`src/rtl/stage_pkg.sv`:
```
// Shared types and stage numbering for the multi-cycle instruction sequencer.
package stage_pkg;

    typedef enum logic [1:0] {INIT, RUN, WAIT_STEP, HALTED} seq_state_t;

    // Default 9-stage map: data-path stages interleaved with their latch stages.
    localparam int unsigned STG_IF     = 0;
    localparam int unsigned STG_IF_ID  = 1;
    localparam int unsigned STG_ID     = 2;
    localparam int unsigned STG_ID_EX  = 3;
    localparam int unsigned STG_EX     = 4;
    localparam int unsigned STG_EX_MEM = 5;
    localparam int unsigned STG_MEM    = 6;
    localparam int unsigned STG_MEM_WB = 7;
    localparam int unsigned STG_WB_IF  = 8;

    localparam int unsigned N_STAGES_DEFAULT   = STG_WB_IF + 1;
    localparam logic [8:0]  DEFAULT_STALL_MASK = 9'(1) << STG_MEM;

endpackage

```
`src/rtl/retire_counter.sv`:
```
// Free-running wrap-around event counter with synchronous clear and count enable.
module retire_counter #(
    parameter int unsigned CNT_W = 32
) (
    input  logic             clk,
    input  logic             clear,
    input  logic             en,
    output logic [CNT_W-1:0] count
);

    logic [CNT_W-1:0] count_q;

    always_ff @(posedge clk) begin
        if (clear) begin
            count_q <= '0;
        end else if (en) begin
            count_q <= count_q + CNT_W'(1);
        end
    end

    assign count = count_q;

endmodule

```
`src/rtl/stage_sequencer.sv`:
```
// Multi-cycle instruction sequencer: one-cycle init, then a ring of stage strobes with
// stall hold, single-step gating, halt at instruction boundary and a retire counter.
module stage_sequencer
    import stage_pkg::*;
#(
    parameter int unsigned          N_STAGES   = N_STAGES_DEFAULT,
    parameter logic [N_STAGES-1:0]  STALL_MASK = N_STAGES'(DEFAULT_STALL_MASK),
    parameter int unsigned          CNT_W      = 32,
    localparam int unsigned         IDX_W      = (N_STAGES > 1) ? $clog2(N_STAGES) : 1
) (
    input  logic                clk,
    input  logic                reset_n,
    input  logic                stall,
    input  logic                halt_req,
    input  logic                step_mode,
    input  logic                step,
    output logic [N_STAGES-1:0] stage_en,
    output logic [IDX_W-1:0]    stage_idx,
    output logic                stage_reset_n,
    output logic                instr_done,
    output logic                halted,
    output logic [CNT_W-1:0]    instr_count
);

    localparam logic [IDX_W-1:0] FIRST = IDX_W'(STG_IF);
    localparam logic [IDX_W-1:0] LAST  = IDX_W'(N_STAGES - 1);

    seq_state_t       state_q, state_d;
    logic [IDX_W-1:0] stage_q, stage_d;
    logic             held;
    logic             cnt_en;

    assign held = stall && STALL_MASK[stage_q];

    always_ff @(posedge clk) begin
        if (!reset_n) begin
            state_q <= INIT;
            stage_q <= FIRST;
        end else begin
            state_q <= state_d;
            stage_q <= stage_d;
        end
    end

    // Strobes are masked by reset_n so a mid-instruction reset never writes state.
    always_comb begin
        state_d       = state_q;
        stage_d       = stage_q;
        stage_en      = '0;
        stage_idx     = '0;
        instr_done    = 1'b0;
        halted        = 1'b0;
        stage_reset_n = 1'b1;
        cnt_en        = 1'b0;
        case (state_q)
            INIT: begin
                stage_reset_n = 1'b0;
                state_d       = RUN;
                stage_d       = FIRST;
            end
            RUN: begin
                stage_idx = stage_q;
                if (!held) begin
                    if (stage_q == FIRST && step_mode && !step) begin
                        state_d = WAIT_STEP;
                    end else begin
                        stage_en[stage_q] = reset_n;
                        if (stage_q == LAST) begin
                            instr_done = reset_n;
                            cnt_en     = 1'b1;
                            stage_d    = FIRST;
                            if (halt_req) begin
                                state_d = HALTED;
                            end
                        end else begin
                            stage_d = stage_q + IDX_W'(1);
                        end
                    end
                end
            end
            WAIT_STEP: begin
                // Leaving step mode while parked resumes at stage 0 on the next cycle.
                if (!step_mode) begin
                    state_d = RUN;
                end else if (step && !held) begin
                    stage_en[FIRST] = reset_n;
                    stage_d         = FIRST + IDX_W'(1);
                    state_d         = RUN;
                end
            end
            HALTED: begin
                halted = 1'b1;
            end
            default: begin
                state_d = INIT;
            end
        endcase
    end

    retire_counter #(
        .CNT_W(CNT_W)
    ) u_retire_counter (
        .clk  (clk),
        .clear(!reset_n),
        .en   (cnt_en),
        .count(instr_count)
    );

endmodule

```
`config.mk`:
```
export PLATFORM = sky130hd
export DESIGN_NAME = stage_sequencer
export DESIGN_NICKNAME = d
export VERILOG_FILES = /design/src/rtl/stage_pkg.sv /design/src/rtl/retire_counter.sv /design/src/rtl/stage_sequencer.sv
export SDC_FILE = /design/constraint.sdc
export NUM_CORES = 1
export LEC_CHECK = 0
export BUFFER_PORTS_ARGS = -buffer_cell sky130_fd_sc_hd__clkbuf_2
export CORE_MARGIN = 10
export CORE_UTILIZATION = 45
export CTS_BUF_LIST = sky130_fd_sc_hd__clkbuf_4 sky130_fd_sc_hd__clkbuf_8
export DETAILED_ROUTE_END_ITERATION = 6
export GPL_ROUTABILITY_DRIVEN = 1
export MAX_ROUTING_LAYER = met4
export PLACE_DENSITY = 0.73
export SLEW_MARGIN = 10
export SYNTH_ARGS = -nofsm -noshare
export SYNTH_HDL_FRONTEND = slang
export SYNTH_SLANG_ARGS = --single-unit
```
`constraint.sdc`:
```
create_clock -name clk -period 2.1 [get_ports clk]
set_input_delay 0.42 -clock clk [delete_from_list [all_inputs] [get_ports clk]]
set_output_delay 0.42 -clock clk [all_outputs]
set_load 0.005 [all_outputs]
```
Word-level counts from Yosys, hierarchy flattened
Memory sizes are Yosys's and may differ from the RTL's. A register that Yosys moved wholly into a read port is not among the register bits.
Index checks and enable logic that the tools add are counted.
{"block": "totals", "regBits": 38, "latchBits": 0, "mem_bits_rw": 0, "romBits": 16, "inputBits": 6, "output_inout_bits": 48, "word_cells": 67, "memories": 1}
{"block": "classes", "n_addsub": 2, "multipliers": 0, "div": 0, "n_lt_le_gt_ge": 2, "n_eq_ne": 11, "shifts": 0, "n_mux": 35, "bitwise": 1, "reduce_logical": 12}
{"memory": "(no name shown)", "words": 16, "word_bits": 1, "rd": 1, "rd_ports_with_merged_regs": 1, "write_ports": 0, "line": "stage_sequencer.sv:33", "text": "assign held = stall && STALL_MASK[stage_q];"}
{"operator": "adder 32 x 1 -> 32 bit, second input constant", "n": 1}
{"operator": "2-to-1 mux 4 bit", "n": 8}
{"operator": "2-to-1 mux 9 bit", "n": 2}
{"operator": "2-to-1 mux 1 bit", "n": 14}
{"operator": "2-to-1 mux 2 bit", "n": 6}
{"operator": "case mux 4 bit (3 select lines)", "n": 1}
{"operator": "AND reduction 5 bit", "n": 2}
{"operator": "AND 9 bit", "n": 1}
{"operator": "!= test 3 bit, second input constant", "n": 3}
{"operator": "2-to-1 mux 8 bit", "n": 1}
{"operator": "!= test 2 bit, second input constant", "n": 4}
{"operator": "case mux 2 bit (3 select lines)", "n": 1}
{"operator": "logical AND 1 bit", "n": 5}
{"operator": "< comparator 4 x 5 -> 1 bit, second input constant", "n": 1}
{"operator": "adder 4 x 1 -> 4 bit, second input constant", "n": 1}
{"operator": "demux 1 bit (select 4 bit)", "n": 1}
{"operator": "== test 2 bit, second input constant", "n": 2}
{"operator": "== test 4 bit, second input constant", "n": 1}
{"operator": "greater-or-equal comparator 4 x 1 -> 1 bit, second input constant", "n": 1}
{"operator": "zero test 4 bit", "n": 1}
{"operator": "nonzero test 3 bit", "n": 1}
{"operator": "== test 2 x 1 -> 1 bit, second input constant", "n": 1}
{"operator": "zero test 1 bit", "n": 2}
{"operator": "zero test 2 bit", "n": 1}
{"operator": "case mux 1 bit (2 select lines)", "n": 1}

Depth between registers and ports, before layout
{"block": "logic_depth", "word_depth": 10, "ltp_mapped": 9, "ltp_nobuf": 8}

Hierarchy
A second synthesis with hierarchy kept.
{"block": "unflattened", "cells_unflattened": 271, "hier_area_um2": 2297.2}
{"module": "retire_counter", "instances": 1, "cells_per_inst": 181, "area_each_um2": 1564.0, "seq_area_each_um2": 640.6}
{"module": "stage_sequencer", "instances": 1, "cells_per_inst": 90, "area_each_um2": 733.2, "seq_area_each_um2": 140.1}

Worst setup path before layout
Ideal clock, no wire load.
{"block": "synth_path", "kind": "reg-to-reg", "from": "register stage_q[0]", "to": "register u_retire_counter.count_q[26] (netlist: u_retire_counter.count[26])", "arrival_ns": 2.194, "path_slack_ns": -0.164, "path_stages_with_launch": 9, "n_path_buf": 1, "path_cell_list": "dfxtp_1 -> inv_1 -> ha_1 -> nand2b_1 -> or4_1 -> clkbuf_1 -> nand4bb_1 -> or3_1 -> a21oi_1"}
{"block": "synth_via", "elab_chain_cells": 6, "word_cells_on_any_way": 8}
{"element": "from (decl)", "line": "stage_sequencer.sv:29", "text": "logic [IDX_W-1:0] stage_q, stage_d;"}
{"element": "from (signal assigned)", "line": "stage_sequencer.sv:41", "text": "stage_q <= stage_d;"}
{"element": "zero test 4 bit", "line": "stage_sequencer.sv:64", "text": "if (stage_q == FIRST && step_mode && !step) begin"}
{"element": "logical AND 1 bit (2 in a row)", "line": "stage_sequencer.sv:64"}
{"element": "2-to-1 mux 1 bit *", "line": "stage_sequencer.sv:64"}
{"element": "2-to-1 mux 1 bit *", "line": "stage_sequencer.sv:63", "text": "if (!held) begin"}
{"element": "2-to-1 mux 1 bit *", "line": "stage_sequencer.sv:55", "text": "case (state_q)"}
{"element": "to (signal assigned)", "line": "retire_counter.sv:17", "text": "count_q <= count_q + CNT_W'(1);"}
{"element": "to (decl)", "line": "retire_counter.sv:11", "text": "logic [CNT_W-1:0] count_q;"}
Mark *: on every way between the ends. The rest lies on a longest branch, timed or not.
A chain may end at the register's enable or synchronous reset.

Final worst setup path
{"block": "layout_path", "from": "register u_retire_counter.count_q[9] (netlist: u_retire_counter.count[9])", "to": "register u_retire_counter.count_q[25] (netlist: u_retire_counter.count[25])"}
{"block": "layout_via", "elab_chain_cells": 1}
{"element": "adder 32 x 1 -> 32 bit", "line": "retire_counter.sv:17"}
No other way between the ends.

==> results_dict.tcl <==
set metrics [dict create \
    outcome "completed" \
    clk_path_buf_depth 2 \
    share_of_layout_cells_above_drive_strength_1_pct 41.11 \
    routed.top_layer "met4" \
    detailroute.via_count 2300 \
    syn_nets 278 \
    h-tree-depth 2 \
    postSynthCellCount 263 \
    number_of_placement_rows 25 \
    wl_met2_um 3233 \
    timing.final.crit_share_pct 98.56 \
    drc 0 \
    worst_slew_pin_slew_ns 0.4722 \
    met3_length_um 385 \
    cts_root_buffer "sky130_fd_sc_hd__clkbuf_8" \
    report.final.setup_viol 0 \
    cts_inserted_buffers 5 \
    synth_sequential_area_ratio_pct 36.26 \
    hold_viol_final 0 \
    wl_per_cell_um 15.68 \
    power.leakage_nw 1.348 \
    mappedNetlistArea_sq_um 2153 \
    via_count_of_the_first_global_routing_pass 2125 \
    clk_latency_ns 0.30 \
    cp-start-kind "flip-flop" \
    io_pins 54 \
    post-route-min-period_ns 2.070 \
    grt_start_max_net_pins 29 \
    post_synth.cell_area_avg_sq_um 8.188 \
    width_of_the_die_um 89.18 \
    tritoncts_clock_tree "built" \
    synth_top_area_share_pct 36.26 \
    dr_pass1_iterations 5 \
    nets 374 \
    final_design_area_no_fill_sq_um 3084 \
    power.density_cell_area_nw_per_um2 489.9 \
    synth_ff_type "sky130_fd_sc_hd__dfxtp_1" \
    dp_hpwl_um 4565 \
    antennaDiodeCount 0 \
    final_max_slew_viol_count 0 \
    ys_warn_count 0 \
    wirelength_um 6491 \
    synth.distinct_cells 44 \
    timing.critical_path.arrival_ns 2.31 \
    final_cell_mix "49 x sky130_fd_sc_hd__clkbuf_2, 46 x sky130_fd_sc_hd__buf_4, 31 x sky130_fd_sc_hd__dfxtp_1" \
    rsz_0062_raised_after_global_routing "yes" \
    final_worst_clock_skew_ns 0.008139 \
    cap_viol_max_count 0 \
    flow.area_growth_from_synthesis_pct 43.23 \
    critical_path.max_fanout 6 \
    grt_usage_pct 16.07 \
    layout.cells.non_filler 414 \
    drtAntennaViolNets 0 \
    drt-initial-drc-count 136 \
    floorplan.initialDensity_pct 45.89 \
    critical_path.endpoint_type "flip-flop" \
    post-synth-top-area-cell "sky130_fd_sc_hd__dfxtp_1" \
    core_area_sq_um 4692 \
    grt_pass1_wl_um 9922 \
    power.ir.vdd_worst_mv 0.3520 \
    dpl-instance-area_sq_um 2735 \
    layout_commonest_cell "sky130_fd_sc_hd__clkbuf_2" \
    final.fill_count 405 \
    floorplan.die_area_sq_um 7952 \
    dpl.cell_count 394 \
    cts.reportedPaths.clkPinSlew_ns 0.08 \
    synthArstFlopShare_pct 0 \
    criticalPathCategory "reg2reg" \
    synth.ff_latch_count 39 \
    vias_per_cell 5.556 \
    synth-edff-count 0 \
    post_synth_main_area_contributors "sky130_fd_sc_hd__dfxtp_1 36%, sky130_fd_sc_hd__xnor2_1 5.3%, sky130_fd_sc_hd__ha_1 5.2%, sky130_fd_sc_hd__nor2_1 5.1%, sky130_fd_sc_hd__nand2_1 4.4%" \
    required_time_of_the_worst_setup_path_ns 2.34 \
    port-buffer-count 53 \
    worst_slew_margin_rel_pct 68.45 \
    maxClockFrequency_ghz 0.4831 \
    met1Wirelength_um 2790 \
    cts.sink_count 39 \
    hold_path.class "reg2reg" \
    post-route-util_pct 65.73 \
    grt_antenna_before_repair 0 \
    place_congestion 0.8983 \
    global_route.overflow_total 0 \
    die_h_um 89.18 \
]
logic make-up (layout without fill, tap and decap cells):
kind of cell | after synthesis | after routing | share of synthesized area (%)
AO/OA/AOI/OAI | 31 | 31 | 9.297
XOR/XNOR | 23 | 23 | 9.355
multiplexers | 3 | 3 | 1.453
AND/OR/NAND/NOR | 135 | 135 | 33.82
flip-flops | 39 | 39 | 36.26
buffers and inverters | 23 | 120 | 4.590
adder cells (fa/ha/maj) | 9 | 9 | 5.230
flip-flops by register name, summed over array words and instances (netlist names), named ones only:
register                count
stage_q                     4
state_q                     2
u_retire_counter.count     32
worst max-delay path: stages, from the launching register on:
cell and delay (ns):
sky130_fd_sc_hd__dfxtp_1 0.35, sky130_fd_sc_hd__nand4_1 0.16, sky130_fd_sc_hd__or4_4 0.48, sky130_fd_sc_hd__or4_4 0.57
sky130_fd_sc_hd__or3_1 0.32, sky130_fd_sc_hd__a21oi_1 0.14
worst paths after layout:
check	startpoint	endpoint	slack, ns	cells past startpoint
max	u_retire_counter.count[9]	u_retire_counter.count[25]	0.03	5
min	u_retire_counter.count[27]	u_retire_counter.count[27]	0.53	2
max reg2reg	u_retire_counter.count[9]	u_retire_counter.count[25]	0.03	5
min reg2reg	u_retire_counter.count[27]	u_retire_counter.count[27]	0.53	2
final cells by class:
| class | instances | area (sq um) | share of cell area, % |
|---|---|---|---|
| Clock buffer | 7 | 96.34 | 3.124 |
| Sequential cell | 39 | 795.8 | 25.80 |
| Timing Repair Buffer | 100 | 621.8 | 20.16 |
| Clock inverter | 1 | 7.507 | 0.2434 |
| Multi-Input combinational cell | 201 | 1450 | 47.02 |
| Inverter | 12 | 45.04 | 1.460 |
| Tap cell | 54 | 67.56 | 2.191 |
routing by layer:
layer / vias up / track usage, %
li1: 1124 / -
met1: 1089 / 18.85
met2: 76 / 26.01
met3: 11 / 4.376
met4: 0 / 5.347
met5: - / -
through the flow:
step                      hold slack [ns]  total power, W  setup TNS, ns  setup WS [ns]
final                              0.5257        0.001511              0        0.03017
after global routing               0.5571        0.001575        -0.5447       -0.07763
after CTS                          0.5151        0.001483              0       0.001236
after global placement             0.4872       0.0008884              0        0.02058
after detailed placement           0.5048       0.0008902        -0.1333       -0.04953
after floorplan                    0.4798       0.0008385              0      0.0001408
report_power, final:
part           internal [W]  switching [W]  leakage (nW)  total [W]
sequential         0.000741     0.00000318         0.319   0.000745
combinational     0.0000958      0.0000954         0.978   0.000191
clock              0.000299       0.000276        0.0505   0.000575
total               0.00114       0.000375          1.35    0.00151
Yosys cell counts (9+ instances only):
cell type	number
sky130_fd_sc_hd__nor4_1	9
sky130_fd_sc_hd__nor2_1	29
sky130_fd_sc_hd__nand4_1	11
sky130_fd_sc_hd__xor2_1	10
sky130_fd_sc_hd__a21oi_1	10
sky130_fd_sc_hd__inv_1	12
sky130_fd_sc_hd__nand2_1	25
sky130_fd_sc_hd__ha_1	9
sky130_fd_sc_hd__nand3_1	14
sky130_fd_sc_hd__dfxtp_1	39
sky130_fd_sc_hd__xnor2_1	13
sky130_fd_sc_hd__and2_1	9
what timing repair did:
action | CTS | global route
hold buffers | 0 | 0
gates resized for setup | 15 | 22
buffers inserted | 3 | 9
pin swaps | 4 | 12
endpoints found under the hold margin | 0 | 0
endpoints found under the setup margin | 14 | 18
(Power assumes the default switching activity.)
